### src/rtl/pulse_train_pkg.sv
// Shared types and defaults for the multi-channel pulse-train generator.
package pulse_train_pkg;

    typedef enum logic {
        PT_IDLE = 1'b0,
        PT_RUN  = 1'b1
    } pt_state_e;

    localparam int unsigned PT_CNT_W = 16;

endpackage : pulse_train_pkg

### src/rtl/pulse_train_channel.sv
// One generator channel: period/high-time shadow registers, a period counter
// and an IDLE/RUN state machine with registered waveform, tick and done.
//
//   state   | meaning
//   --------+---------------------------------------------------------
//   PT_IDLE | stopped, outputs low, waiting for enable (re-armed)
//   PT_RUN  | counting through the latched period, busy high
module pulse_train_channel
    import pulse_train_pkg::*;
#(
    parameter int unsigned CNT_W = PT_CNT_W
) (
    input  logic             clk_i,
    input  logic             rst_i,
    input  logic             enable_i,
    input  logic             oneshot_i,
    input  logic [CNT_W-1:0] period_i,
    input  logic [CNT_W-1:0] high_time_i,
    output logic             wave_o,
    output logic             tick_o,
    output logic             done_o,
    output logic             busy_o
);

    pt_state_e        state_q, state_d;
    logic [CNT_W-1:0] cnt_q, cnt_d;
    logic [CNT_W-1:0] per_q, per_d;
    logic [CNT_W-1:0] hi_q, hi_d;
    logic             os_q, os_d;
    logic             armed_q, armed_d;
    logic             wave_q, wave_d;
    logic             tick_q, tick_d;
    logic             done_q, done_d;

    logic [CNT_W-1:0] cnt_inc;
    logic [CNT_W-1:0] cnt_last;
    logic             start_ok;

    assign cnt_inc  = cnt_q + 1'b1;
    assign cnt_last = per_q - 1'b1;
    assign start_ok = (period_i != '0);

    always_comb begin
        state_d = state_q;
        cnt_d   = cnt_q;
        per_d   = per_q;
        hi_d    = hi_q;
        os_d    = os_q;
        armed_d = armed_q;
        wave_d  = 1'b0;
        tick_d  = 1'b0;
        done_d  = 1'b0;

        unique case (state_q)
            PT_IDLE: begin
                if (!enable_i) begin
                    armed_d = 1'b1;
                end else if (armed_q && start_ok) begin
                    state_d = PT_RUN;
                    cnt_d   = '0;
                    per_d   = period_i;
                    hi_d    = high_time_i;
                    os_d    = oneshot_i;
                    tick_d  = 1'b1;
                    wave_d  = (high_time_i != '0);
                end
            end

            PT_RUN: begin
                if (!enable_i) begin
                    // Abort wins over a coincident wrap: no done, waveform low.
                    state_d = PT_IDLE;
                    cnt_d   = '0;
                end else if (cnt_q != cnt_last) begin
                    cnt_d  = cnt_inc;
                    wave_d = (cnt_inc < hi_q);
                end else if (os_q) begin
                    state_d = PT_IDLE;
                    cnt_d   = '0;
                    done_d  = 1'b1;
                    armed_d = 1'b0;
                end else if (!start_ok) begin
                    state_d = PT_IDLE;
                    cnt_d   = '0;
                end else begin
                    // Config is only picked up here, at the period boundary.
                    cnt_d  = '0;
                    per_d  = period_i;
                    hi_d   = high_time_i;
                    tick_d = 1'b1;
                    wave_d = (high_time_i != '0);
                end
            end

            default: begin
                state_d = PT_IDLE;
                cnt_d   = '0;
            end
        endcase
    end

    always_ff @(posedge clk_i) begin
        if (rst_i) begin
            state_q <= PT_IDLE;
            cnt_q   <= '0;
            per_q   <= '0;
            hi_q    <= '0;
            os_q    <= 1'b0;
            armed_q <= 1'b1;
            wave_q  <= 1'b0;
            tick_q  <= 1'b0;
            done_q  <= 1'b0;
        end else begin
            state_q <= state_d;
            cnt_q   <= cnt_d;
            per_q   <= per_d;
            hi_q    <= hi_d;
            os_q    <= os_d;
            armed_q <= armed_d;
            wave_q  <= wave_d;
            tick_q  <= tick_d;
            done_q  <= done_d;
        end
    end

    assign wave_o = wave_q;
    assign tick_o = tick_q;
    assign done_o = done_q;
    assign busy_o = (state_q == PT_RUN);

endmodule : pulse_train_channel

### src/rtl/pulse_train_gen.sv
// Multi-channel pulse-train generator: independent channels sharing one clock,
// with packed per-channel period / high-time buses.
module pulse_train_gen
    import pulse_train_pkg::*;
#(
    parameter int unsigned CHANNELS = 2,
    parameter int unsigned CNT_W    = PT_CNT_W
) (
    input  logic                      clock,
    input  logic                      reset,
    input  logic [CHANNELS-1:0]       enable,
    input  logic [CHANNELS-1:0]       oneshot,
    input  logic [CHANNELS*CNT_W-1:0] period,
    input  logic [CHANNELS*CNT_W-1:0] high_time,
    output logic [CHANNELS-1:0]       wave_out,
    output logic [CHANNELS-1:0]       tick,
    output logic [CHANNELS-1:0]       done,
    output logic [CHANNELS-1:0]       busy
);

    for (genvar g = 0; g < CHANNELS; g++) begin : g_ch
        pulse_train_channel #(
            .CNT_W(CNT_W)
        ) u_ch (
            .clk_i      (clock),
            .rst_i      (reset),
            .enable_i   (enable[g]),
            .oneshot_i  (oneshot[g]),
            .period_i   (period[g*CNT_W +: CNT_W]),
            .high_time_i(high_time[g*CNT_W +: CNT_W]),
            .wave_o     (wave_out[g]),
            .tick_o     (tick[g]),
            .done_o     (done[g]),
            .busy_o     (busy[g])
        );
    end

endmodule : pulse_train_gen

### config.mk
export PLATFORM = sky130hd
export DESIGN_NAME = pulse_train_gen
export DESIGN_NICKNAME = d
export VERILOG_FILES = /design/src/rtl/pulse_train_pkg.sv /design/src/rtl/pulse_train_channel.sv /design/src/rtl/pulse_train_gen.sv
export SDC_FILE = /design/constraint.sdc
export NUM_CORES = 1
export LEC_CHECK = 0
export ABC_AREA = 0
export ABC_CLOCK_PERIOD_IN_PS = 4150
export CORE_MARGIN = 1.5
export CORE_UTILIZATION = 30
export CTS_BUF_LIST = sky130_fd_sc_hd__clkbuf_16
export DETAILED_ROUTE_END_ITERATION = 6
export HOLD_SLACK_MARGIN = 0.03
export PLACE_DENSITY = 0.53
export SETUP_SLACK_MARGIN = 0.02
export SLEW_MARGIN = 20
export SYNTH_ARGS = -nofsm -noshare
export SYNTH_HDL_FRONTEND = slang
export SYNTH_SLANG_ARGS = --single-unit
export TNS_END_PERCENT = 50
### constraint.sdc
create_clock -name clock -period 4.15 [get_ports clock]
set_input_delay 1.0375 -clock clock [delete_from_list [all_inputs] [get_ports clock]]
set_output_delay 1.0375 -clock clock [all_outputs]
set_load 0.02 [all_outputs]
; Yosys cells after proc, flatten, opt, wreduce, memory -nomap -nowiden
; Index checks and enable logic that the tools add are counted.
[classes]
add_sub_neg = 4
order_cmp = 2
n_eq_ne = 18
mux = 84
n_bitwise = 4
n_reduce_logical = 16
[op_table]
columns = op, count
row1 = $mux W16, 32
row2 = $pmux W16 S2, 6
row3 = $reduce_bool A16 Y1, 4
row4 = $mux W1, 38
row5 = $add A16 B1 Y16 const B, 2
row6 = $lt A16 B16 Y1, 2
row7 = $ne A16 B16 Y1, 2
row8 = $sub A16 B1 Y16 const B, 2
row9 = $ne A2 B2 Y1 const B, 14
row10 = $pmux W1 S2, 8
row11 = $reduce_and A6 Y1, 2
row12 = $reduce_and A4 Y1, 2
row13 = $reduce_or A4 Y1, 2
row14 = $reduce_and A3 Y1, 2
row15 = $ne A2 B1 Y1 const B, 2
row16 = $not A1 Y1, 4
row17 = $reduce_and A2 Y1, 2
row18 = $logic_and A1 B1 Y1, 2
[totals]
reg_bits = 108
inputBits = 70
out_inout_bits = 8
wordCells = 146

; Depth between registers and ports, before layout
[depth]
word_depth = 6
depth_mapped = 13
mapped_depth_nobuf = 12

; Hierarchy
; From an unflattened synthesis, not the netlist that was laid out.
[hier_totals]
hier_cells = 873
area_unflattened_um2 = 7234.4
[modules_own_cells]
columns = module, instances, cells_per_inst, area_per_inst_um2, seq_area_each_um2
row1 = pulse_train_channel at g_ch[1].u_ch, 1, 440, 3681.0, 1081.0
row2 = pulse_train_channel at g_ch[0].u_ch, 1, 433, 3553.4, 1081.0

; Least setup slack after synthesis
; Ideal clock, no wire load.
[synth_timing]
kind = reg-to-reg
startpoint = register g_ch[0].u_ch.per_q[0]
endpoint = register g_ch[0].u_ch.per_q[0]
setup_time_ns = 0.128
t_arrival_ns = 2.939
required_ns = 4.022
setup_slack_ns = 1.083
path_stages_with_launch = 13
path_buffers = 2
synth_period_minus_slack_ns = 3.067
path_cell_list = dfxtp_1 clkbuf_1 inv_1 ha_1 or4b_1 nor4_2 mux2_2 mux2i_1 nor3_1 a21oi_1 buf_4 mux2i_1 nor2_1
[synth_via]
elab_chain_cells = 4
[synth_lines]
columns = item, line_no
row1 = "start, declared", pulse_train_channel.sv:27  ; logic [CNT_W-1:0] per_q, per_d;
row2 = "start signal, assigned", pulse_train_channel.sv:116  ; per_q <= per_d;
row3 = $sub A16 B1 Y16, pulse_train_channel.sv:40  ; assign cnt_last = per_q - 1'b1;
row4 = $ne A16 B16 Y1, pulse_train_channel.sv:74  ; end else if (cnt_q != cnt_last) begin
row5 = $ne A2 B2 Y1 (no line), --
row6 = $reduce_and A6 Y1 (no line), --
; No other way between the ends.
; A chain may end at the register's enable or synchronous reset.

; Final worst setup path
[layout_timing]
startpoint = input port period[29]
endpoint = register g_ch[1].u_ch.hi_q[7]
[layout_via]
elab_chain_cells = 4
word_cells_on_any_way = 5
classes_between = eq/ne (2) / reduce/logical (3)
[layout_lines]
columns = item, line_no
row1 = "start, declared", pulse_train_gen.sv:13  ; input logic [CHANNELS*CNT_W-1:0] period,
row2 = $reduce_bool A16 Y1 (*), pulse_train_channel.sv:41  ; assign start_ok = (period_i != '0);
row3 = $logic_and A1 B1 Y1, pulse_train_channel.sv:58  ; end else if (armed_q && start_ok) begin
row4 = $ne A2 B1 Y1 (no line), --
row5 = $reduce_and A6 Y1 (no line) (*), --
row6 = "end signal, assigned", pulse_train_channel.sv:117  ; hi_q <= hi_d;
row7 = "end, declared", pulse_train_channel.sv:28  ; logic [CNT_W-1:0] hi_q, hi_d;
; Mark *: on every way between the ends. The rest lies on a longest branch, timed or not.

==> run metrics <==
Max Buffers Root-to-Sink=2; total gr overflow=0; RSZ-0062 raised after global routing=no; CP startpoint kind=input port; post-synth net total=913; first-pass GRT wire length=28,300 um; clk slew on worst S/H paths=0.07 ns; vias in the first global route=5,606; die footprint=24,100 sq um; cts hold-fix bufs=0; IO Count=78; peak supply drop=0.000162 V; crit-path max FO=20; nets=964; RePlAce Congestion=0.827; Synth Warn #=0; CTS tree=built; Post-Route WL=17,100 um; final setup violation count=0; # rows=55; cells after synthesis=807; min cycle time layout=3.44 ns; final hold slack=0.480 ns; CP max stage delay=0.65 ns; HPWL after detailed placement=13,200 um; drt drc=0; CTS sink count=108; synth unique cells=61; largest net degree at the start of global routing=51; CTS resizes=0; register area share after synthesis=31.1%; Die Wd=155 um; PortBufs=77; Worst Setup End Kind=flip-flop; Fin. Hold Viols=0; Slew @ Worst Pin=0.901 ns; Final Max Slew Viols=0; buffers plus inverters on the worst setup path=2; fraction of layout cells with a size suffix above 1=5.34%; Hold Path Class=flip-flop to flip-flop; instance count on the critical path=8; First-pass DRT Iterations=5; R2R depth=10; postcts setup bufs=0; Starting DRT DRC Count=364; fmax=291 MHz; critical path required time=4.43 ns; Final Skew=0.0101 ns; syn avg cell area=8.62 sq um; Register Area=2160 sq um; Setup TNS=0 ns; Worst EP arrival=3.71 ns; Worst path slowest cell=nor4_1; fillers=2,393; routed vias/inst=4.99; H-tree levels=3; initial antenna violation count=0; CTS root buf=clkbuf_16; Core Footprint=22,700 sq um; P&R area growth vs syn=17.9%; Clk Latency, worst-skew pair=0.36 ns; Die Span Y=155 um; multi-input logic area=4380 sq um; outcome=complete, no violations; Max Cap Viol=0; ys async rst share=0%; vias post-DR=5,718; Crit Path Class=input port to flip-flop; EDFF count, synth=0; main flop type after synthesis=dfxtp_1; total CTS buffers=9; cell chain of the critical path=clkdlybuf4s50_1, nor4_1, nand4_1, and3_1, nor2b_1, a31oi_4, buf_4, mux2i_1; Initial Util=30.6%; Static Leak=3.37 nW; WL/cell=14.9 um; post-synthesis sequential element count=108; post-route antenna net violation count=0; Power Density=314 nW/um^2; total power=2.57 mW; ANT cells=0; worst relative slew slack=39.7%; synthesized area=6960 sq um; fin crit share=82.8%; Crit path max-delay family=simple AND/OR/NAND/NOR gates; GR Util All Layers=14.7%; WHS Path Cells=2
==> worst paths after layout <==
kind | start | slack (ns) | endpoint
setup reg to reg | g_ch[0].u_ch.per_q[0]$_SDFFE_PP0P_ | 0.76 | g_ch[0].u_ch.wave_o$_SDFF_PP0_
hold / removal | g_ch[1].u_ch.hi_q[12]$_SDFFE_PP0P_ | 0.48 | g_ch[1].u_ch.hi_q[12]$_SDFFE_PP0P_
hold reg to reg | g_ch[1].u_ch.hi_q[12]$_SDFFE_PP0P_ | 0.48 | g_ch[1].u_ch.hi_q[12]$_SDFFE_PP0P_
setup / recovery | period[29] | 0.71 | g_ch[1].u_ch.hi_q[7]$_SDFFE_PP0P_
==> per-stage QoR <==
| step | setup slack (ns) | utilization [%] | instance area [sq um] | cells |
|---|---|---|---|---|
| after global routing | 0.491 | 36.1 | 8200 | 1147 |
| after global placement | 0.227 | 34.9 | 7920 | 1132 |
| after floorplan | 1.08 | - | 6960 | 807 |
| final | 0.714 | 36.1 | 8200 | 1147 |
| after detailed placement | 0.190 | 34.9 | 7920 | 1132 |
| after CTS | 0.550 | 36.1 | 8200 | 1147 |
==> sequential cells by signal, indices dropped and copies added (netlist names) <==
register and flops:
g_ch.u_ch.busy_o 2, g_ch.u_ch.tick_o 2, g_ch.u_ch.os_q 2, g_ch.u_ch.per_q 32, g_ch.u_ch.hi_q 32, g_ch.u_ch.wave_o 2
g_ch.u_ch.cnt_q 32, g_ch.u_ch.done_o 2, g_ch.u_ch.armed_q 2
==> layer usage <==
| layer | part of all wire (%) | GRT usage (%) | up-vias |
|---|---|---|---|
| met5 | 0 | 0 | - |
| met4 | 0.69 | 3.36 | 0 |
| met3 | 3.3 | 2.84 | 8 |
| met2 | 51 | 27.4 | 81 |
| met1 | 45 | 17.3 | 2673 |
| li1 | - | - | 2956 |
==> cell usage after synthesis (all sizes together) (2+ instances only) <==
library cell,number,share of area [%]
or4b,2,0.29
nor2b,7,0.63
nor2,71,3.8
nand2b,78,7.0
nand2,28,1.5
and4,2,0.25
inv,42,2.3
nand4,15,1.3
or3,4,0.36
a22oi,3,0.32
o22ai,2,0.18
or2,3,0.27
a31oi,24,2.2
xnor2,36,4.5
clkbuf,27,1.5
nor3b,3,0.32
nor4b,4,1.2
ha,36,6.5
dfxtp,108,31
nand3,19,1.4
mux2i,70,10
a21boi,2,0.22
a211oi,7,0.76
nor4,29,2.8
a21o,10,1.1
a211o,2,0.25
or4,6,0.76
xor2,24,3.0
a32oi,8,1.0
buf,22,2.4
o21ai,14,1.0
o211ai,8,0.86
nor3,13,0.94
and3,18,1.6
and2,3,0.27
o31ai,2,0.22
nand3b,9,0.97
mux2,7,1.1
a22o,3,0.38
a21oi,24,1.7
==> cell type report <==
type	instances	area share (%)
multi-input cells	608	53.5
clock buffers	9	2.75
flip-flops and latches	108	26.4
clock inverters	6	0.687
inverters	42	1.92
well taps	285	4.35
repair buffers	89	10.5
==> report_power, final <==
| group | total [mW] | internal, mW | switching, mW |
|---|---|---|---|
| Combinational | 0.566 | 0.283 | 0.283 |
| Clock | 0.853 | 0.459 | 0.394 |
| Sequential | 1.15 | 1.09 | 0.0589 |
==> cells in the final DEF (no fill, tap or decap), types with 4 or more instances in the layout <==
cell,instances
o211ai_1,8
nand3_1,19
a32oi_1,8
nand3b_1,9
or4_1,4
clkdlybuf4s50_1,76
a21oi_1,23
ha_1,36
xor2_1,24
mux2i_1,70
nand2b_1,78
xnor2_1,36
nand2_1,28
nor2_1,71
o21ai_0,13
nor4_1,27
nor2b_1,7
dfxtp_1,108
or3_1,4
buf_4,13
a211oi_1,7
clkbuf_16,9
a31oi_1,23
nand4_1,15
inv_1,42
mux2_2,7
nor3_1,13
and3_1,18
a21o_1,10
==> worst reg2reg max path: stages (launching register included) <==
cell and delay, ns:
dfxtp_1 0.32, inv_1 0.05, ha_1 0.24, or4b_1 0.59, nor4_1 0.27, mux2i_1 0.28
o211ai_1 0.16, nor4_2 0.67, nor2_1 0.24, or3_1 0.39, o41ai_1 0.08
==> kinds of logic (layout without fill, tap and decap cells) <==
kind of cell    Yosys count  in the layout  share of synthesized area, %
compound gates          117            117                          11.3
buf+inv                  91            146                          6.17
xor+xnor                 60             60                          7.56
flops                   108            108                          31.1
mux                      77             77                          11.2
simple gates            318            318                          26.2
fa+ha+maj                36             36                          6.48
Note: power is estimated with default switching activity, not from simulation.
